===== config.mk =====
export PLATFORM = sky130hd
export DESIGN_NAME = key_press_pulse
export DESIGN_NICKNAME = d
export VERILOG_FILES = /design/src/rtl/key_pkg.sv /design/src/rtl/key_cycle_counter.sv /design/src/rtl/key_press_pulse.sv
export SDC_FILE = /design/constraint.sdc
export NUM_CORES = 1
export LEC_CHECK = 0
export BUFFER_PORTS_ARGS = -buffer_cell sky130_fd_sc_hd__buf_2
export CELL_PAD_IN_SITES_DETAIL_PLACEMENT = 1
export CELL_PAD_IN_SITES_GLOBAL_PLACEMENT = 2
export CORE_UTILIZATION = 39
export CTS_CLUSTER_DIAMETER = 100
export DETAILED_ROUTE_END_ITERATION = 7
export GPL_TIMING_DRIVEN = 0
export PLACE_DENSITY = 0.88
export SLEW_MARGIN = 20
export SYNTH_ARGS = -nofsm -noshare
export SYNTH_HDL_FRONTEND = slang
export SYNTH_SLANG_ARGS = --single-unit

===== constraint.sdc =====
create_clock -name clk -period 2.9 [get_ports clk]
set_clock_uncertainty 0.05 [all_clocks]
set_input_delay 0 -clock clk [delete_from_list [all_inputs] [get_ports clk]]
set_output_delay 0 -clock clk [all_outputs]
set_load 0.03 [all_outputs]

===== src/rtl/key_pkg.sv =====
// Shared types and defaults for the push-button debouncer (key_press_pulse).
package key_pkg;

  typedef enum logic [1:0] {IDLE, DEB_PRESS, HELD, DEB_RELEASE} key_state_t;

  localparam int CNT_W = 16;

  localparam int unsigned DEBOUNCE_CYCLES_DEF = 16;
  localparam int unsigned REPEAT_DELAY_DEF    = 50;
  localparam int unsigned REPEAT_PERIOD_DEF   = 10;

endpackage


===== src/rtl/key_cycle_counter.sv =====
// CNT_W-bit up counter with synchronous clear (priority over enable) and
// a terminal-count flag raised when the count equals term.
module key_cycle_counter
  import key_pkg::*;
(
  input  logic             clk,
  input  logic             rst_n,
  input  logic             clr,
  input  logic             en,
  input  logic [CNT_W-1:0] term,
  output logic             tc
);

  logic [CNT_W-1:0] count;

  always_ff @(posedge clk or negedge rst_n) begin
    if (!rst_n) begin
      count <= '0;
    end else if (clr) begin
      count <= '0;
    end else if (en) begin
      count <= count + CNT_W'(1);
    end
  end

  assign tc = (count == term);

endmodule


===== src/rtl/key_press_pulse.sv =====
// Debounces one synchronized button level into a one-cycle press pulse and a
// held level. Define KEY_REPEAT_EN to add auto-repeat pulses while held.
module key_press_pulse
  import key_pkg::*;
#(
  parameter int unsigned DEBOUNCE_CYCLES = DEBOUNCE_CYCLES_DEF,
  parameter int unsigned REPEAT_DELAY    = REPEAT_DELAY_DEF,
  parameter int unsigned REPEAT_PERIOD   = REPEAT_PERIOD_DEF
)(
  input  logic clk,
  input  logic reset,
  input  logic in,
  output logic out,
  output logic held
);

  localparam logic [CNT_W-1:0] DEB_TERM = CNT_W'(DEBOUNCE_CYCLES - 1);

  if (DEBOUNCE_CYCLES < 2 || DEBOUNCE_CYCLES > 65535 ||
      REPEAT_DELAY < 1 || REPEAT_PERIOD < 1) begin : g_bad_param
    $error("key_press_pulse: illegal parameter value");
  end

  key_state_t state, state_nxt;
  logic       cnt_clr, cnt_en, cnt_tc;
  logic       press_acc;
  logic       rep_fire;

  // The debounce counter is always 0 in IDLE and HELD, so counting from
  // there loads the first stable sample as cnt=1.
  always_comb begin
    state_nxt = state;
    cnt_clr   = 1'b0;
    cnt_en    = 1'b0;
    press_acc = 1'b0;
    case (state)
      IDLE: begin
        if (in) begin
          state_nxt = DEB_PRESS;
          cnt_en    = 1'b1;
        end
      end
      DEB_PRESS: begin
        if (!in) begin
          state_nxt = IDLE;
          cnt_clr   = 1'b1;
        end else if (cnt_tc) begin
          state_nxt = HELD;
          cnt_clr   = 1'b1;
          press_acc = 1'b1;
        end else begin
          cnt_en    = 1'b1;
        end
      end
      HELD: begin
        if (!in) begin
          state_nxt = DEB_RELEASE;
          cnt_en    = 1'b1;
        end
      end
      DEB_RELEASE: begin
        if (in) begin
          state_nxt = HELD;
          cnt_clr   = 1'b1;
        end else if (cnt_tc) begin
          state_nxt = IDLE;
          cnt_clr   = 1'b1;
        end else begin
          cnt_en    = 1'b1;
        end
      end
      default: begin
        state_nxt = IDLE;
        cnt_clr   = 1'b1;
      end
    endcase
  end

  key_cycle_counter u_deb_cnt (
    .clk   (clk),
    .rst_n (reset),
    .clr   (cnt_clr),
    .en    (cnt_en),
    .term  (DEB_TERM),
    .tc    (cnt_tc)
  );

`ifdef KEY_REPEAT_EN
  // rcnt only advances on cycles that remain in HELD; it is frozen while a
  // release is being debounced and restarts after every repeat pulse.
  logic             rep_armed, rep_clr, rep_en, rep_tc;
  logic [CNT_W-1:0] rep_term;

  assign rep_en   = (state == HELD) && in;
  assign rep_fire = rep_en && rep_tc;
  assign rep_clr  = press_acc || (state == IDLE) || rep_fire;
  assign rep_term = rep_armed ? CNT_W'(REPEAT_PERIOD - 1) : CNT_W'(REPEAT_DELAY - 1);

  key_cycle_counter u_rep_cnt (
    .clk   (clk),
    .rst_n (reset),
    .clr   (rep_clr),
    .en    (rep_en),
    .term  (rep_term),
    .tc    (rep_tc)
  );

  always_ff @(posedge clk or negedge reset) begin
    if (!reset) begin
      rep_armed <= 1'b0;
    end else if (press_acc || state == IDLE) begin
      rep_armed <= 1'b0;
    end else if (rep_fire) begin
      rep_armed <= 1'b1;
    end
  end
`else
  assign rep_fire = 1'b0;
`endif

  always_ff @(posedge clk or negedge reset) begin
    if (!reset) begin
      state <= IDLE;
      out   <= 1'b0;
      held  <= 1'b0;
    end else begin
      state <= state_nxt;
      out   <= press_acc | rep_fire;
      held  <= (state_nxt == HELD) || (state_nxt == DEB_RELEASE);
    end
  end

endmodule


==> impl_metrics.csv <==
group,metric,value,unit
run_status,status,"completed",
clock_network,clk_pin_slew,0.12,ns
timing,slew_violations,0,
route,viasPerCell,6.02,
critical_path,crit_path_start,"u_deb_cnt.count[13]",
route,ant_nets,0,
floorplanning,start_util,42.1,%
yosys,synth_area_per_cell,10.4,sq um
critical_path,crit_path_end_kind,"register",
cells_and_area,diodes,0,
route,drc,0,
floorplanning,die_area,0.00293,sq mm
timing,final-hold-violation-count,0,
pwr,leakage,0.500,nW
cells_and_area,nNetsFinal,117,
floorplanning,row_count,18,
hold_path,hold_class,"in2async",
clock_network,cts_setup_buffers,0,
timing,slew_headroom,59.0,%
yosys,syn_nets,106,
clock_network,cts_sinks,20,
route,dr.pass1.iters,4,
route,wl_per_cell,16.9,um
placed_design,place_congestion,0.696,
yosys,synth_top_area_cell,"dfrtp_1",
timing,fmax,466,MHz
placed_design,dp_hpwl,1780,um
yosys,netlist_area,0.00106,sq mm
yosys,synthTopCellsByArea,"dfrtp_1 (47%), a21oi_1 (4.7%), o21ai_0 (3.3%)",
cells_and_area,area_growth,10.7,%
critical_path,worstSetupPathType,"reg2reg",
pwr,p_per_area,494,mW/mm^2
floorplanning,io_pins,5,
pwr,ir_drop,0.000394,V
yosys,synth.distinct_cells,35,
floorplanning,die_h,54.2,um
timing,setup_viol,0,
critical_path,rrSetupSlack,0.75,ns
yosys,yosys_register_bits,20,
clock_network,htreeDepth,1,
timing,worst_slew_pin_slew,0.609,ns
placed_design,io_buffers,4,
global_routing,track_usage,20.5,%
critical_path,worstPathMaxFanout,10,
yosys,synth_top_area_share,47.2,%
global_routing,grt_pass1_vias,899,
global_routing,grt_pass1_wl,4170,um
global_routing,grt_max_degree,21,
critical_path,cp.arrival,2.30,ns
critical_path,rr_endpoint,"u_deb_cnt.count[3]",
global_routing,overflow,0,
route,wirelength,2400,um
critical_path,start_kind,"register",
floorplanning,chipWidth,54.2,um
clock_network,numCtsBuffers,3,
route,vias,855,
critical_path,worstPathRequired,3.05,ns
timing,fin_tns_setup,0,ns
job,drv_cap,0,
yosys,yosysWarnings,0,
yosys,ys_seq_area_share,47.2,%
critical_path,r2r-start,"u_deb_cnt.count[13]",
clock_network,cts-root-buf,"clkbuf_4",
clock_network,cts_tree,"built",
cells_and_area,drive_gt1_share,17.0,%
global_routing,antenna_found_initial,0,
floorplanning,design.core.area,0.00252,sq mm
timing,rsz0062_at_grt,"false",
critical_path,worstRegToRegCells,6,
pwr,fin_total_pwr,0.580,mW
yosys,synth_cells,102,
timing,fin_crit_sh,74.1,%
clock_network,insertion_delay,0.30,ns
route,first_iter_violations,8,
clock_network,clk_path_buf_depth,2,
timing,finalCriticalPeriod,2.15,ns
==> sequential cells by signal (all words and copies together) (netlist names) <==
signal and cells:
u_deb_cnt.count 16, state 2, held 1, out 1
==> synthesized netlist by cell type <==
cell / n
dfrtp_1: 20
a21oi_1: 10
nand2_1: 9
o21ai_0: 7
nand3_1: 5
o31ai_1: 4
or3_1: 4
or4_1: 4
and3_1: 3
mux2_2: 3
nand4_1: 3
a22o_1: 2
a31oi_1: 2
buf_6: 2
nor2_1: 2
or4_4: 2
xor2_1: 2
a211oi_1: 1
and2_1: 1
and3b_1: 1
and4_1: 1
clkbuf_1: 1
ha_1: 1
inv_1: 1
nand3b_1: 1
nand4b_1: 1
nor2b_4: 1
nor3_1: 1
nor4_1: 1
nor4_4: 1
o211ai_1: 1
o21bai_2: 1
o41a_1: 1
or2_2: 1
or4b_1: 1
==> worst max-delay path, stage by stage, from the launching register on <==
cell	delay, ns
dfrtp_1	0.44
or4_4	0.59
o41a_1	0.45
buf_6	0.15
nor2b_4	0.12
buf_6	0.16
o21bai_2	0.08
==> through the flow <==
| step | instance area, sq um | worst slack (ns) | std cells | utilization [%] | hold slack [ns] |
|---|---|---|---|---|---|
| 2_1_floorplan | 1060 | 0.903 | 102 | - | -0.346 |
| 3_3_place_gp | 1120 | 0.802 | 136 | 44.3 | -0.0787 |
| 3_5_place_dp | 1120 | 0.759 | 136 | 44.3 | -0.0736 |
| 4_1_cts | 1170 | 0.734 | 142 | 46.6 | 0.113 |
| 5_1_grt | 1170 | 0.575 | 142 | 46.6 | 0.170 |
| 6_report | 1170 | 0.752 | 142 | 46.6 | 0.108 |
==> cell usage in the layout, fill, tap and decap left out, drive strengths merged <==
| cell type | n |
|---|---|
| and3b | 1 |
| or3 | 4 |
| a22o | 2 |
| or4 | 6 |
| buf | 6 |
| and2 | 1 |
| a21oi | 10 |
| mux2 | 3 |
| a211oi | 1 |
| nor3 | 1 |
| nand3 | 5 |
| inv | 1 |
| nand4b | 1 |
| nand4 | 3 |
| clkbuf | 5 |
| o31ai | 4 |
| nand3b | 1 |
| nand2 | 9 |
| o41a | 1 |
| nor4 | 2 |
| and4 | 1 |
| and3 | 3 |
| o211ai | 1 |
| a31oi | 2 |
| dlygate4sd3 | 2 |
| ha | 1 |
| or2 | 1 |
| or4b | 1 |
| xor2 | 2 |
| nor2 | 2 |
| o21bai | 1 |
| dfrtp | 20 |
| nor2b | 1 |
| o21ai | 7 |
==> worst max-delay path by stage <==
stage,slack (ns),cells past startpoint,to
after floorplan,0.90,6,u_deb_cnt.count[3]
after global placement,0.80,6,u_deb_cnt.count[3]
after detailed placement,0.76,6,u_deb_cnt.count[3]
after CTS,0.73,6,u_deb_cnt.count[3]
after global routing,0.57,4,u_deb_cnt.count[15]
final,0.75,6,u_deb_cnt.count[3]
==> layout make-up <==
cell class                 instances  area [sq um]
clock buffer                       4          36.3
timing repair buffer               6          40.0
tap                               30          37.5
buffer                             3          26.3
sequential                        20           500
inverter                           1          3.75
fill                             311          1350
multi-input combinational         78           531
==> power breakdown <==
group,switching [mW],internal (mW),leakage (nW)
Clock,0.0855,0.0766,0.0210
Sequential,0.0230,0.301,0.273
Combinational,0.0530,0.0406,0.206
Total,0.161,0.418,0.500
==> timing repair <==
action | in CTS | in global routing
endpoints found under the hold margin | 23 | 0
hold buffers | 2 | 0
resized for setup | 0 | 0
endpoints found under the setup margin | 0 | 0
==> logic make-up (layout without fill, tap and decap cells) <==
family | Yosys count | in the layout | synth area share [%]
mux | 3 | 3 | 3.18
buf+inv | 4 | 14 | 2.83
compound gates | 29 | 29 | 17.2
xor+xnor | 2 | 2 | 1.65
fa+ha+maj | 1 | 1 | 1.18
simple gates | 43 | 43 | 26.8
flops | 20 | 20 | 47.2
==> per-layer routing <==
| layer | wire length (um) | GRT usage (%) | vias to the layer above |
|---|---|---|---|
| met1 | 1100 | 24.2 | 431 |
| met4 | 32 | 5.13 | 0 |
| met5 | 0 | 0 | - |
| met3 | 46 | 5.93 | 4 |
| li1 | - | - | 413 |
| met2 | 1220 | 35.8 | 7 |
Note: power is estimated with default switching activity, not from simulation.
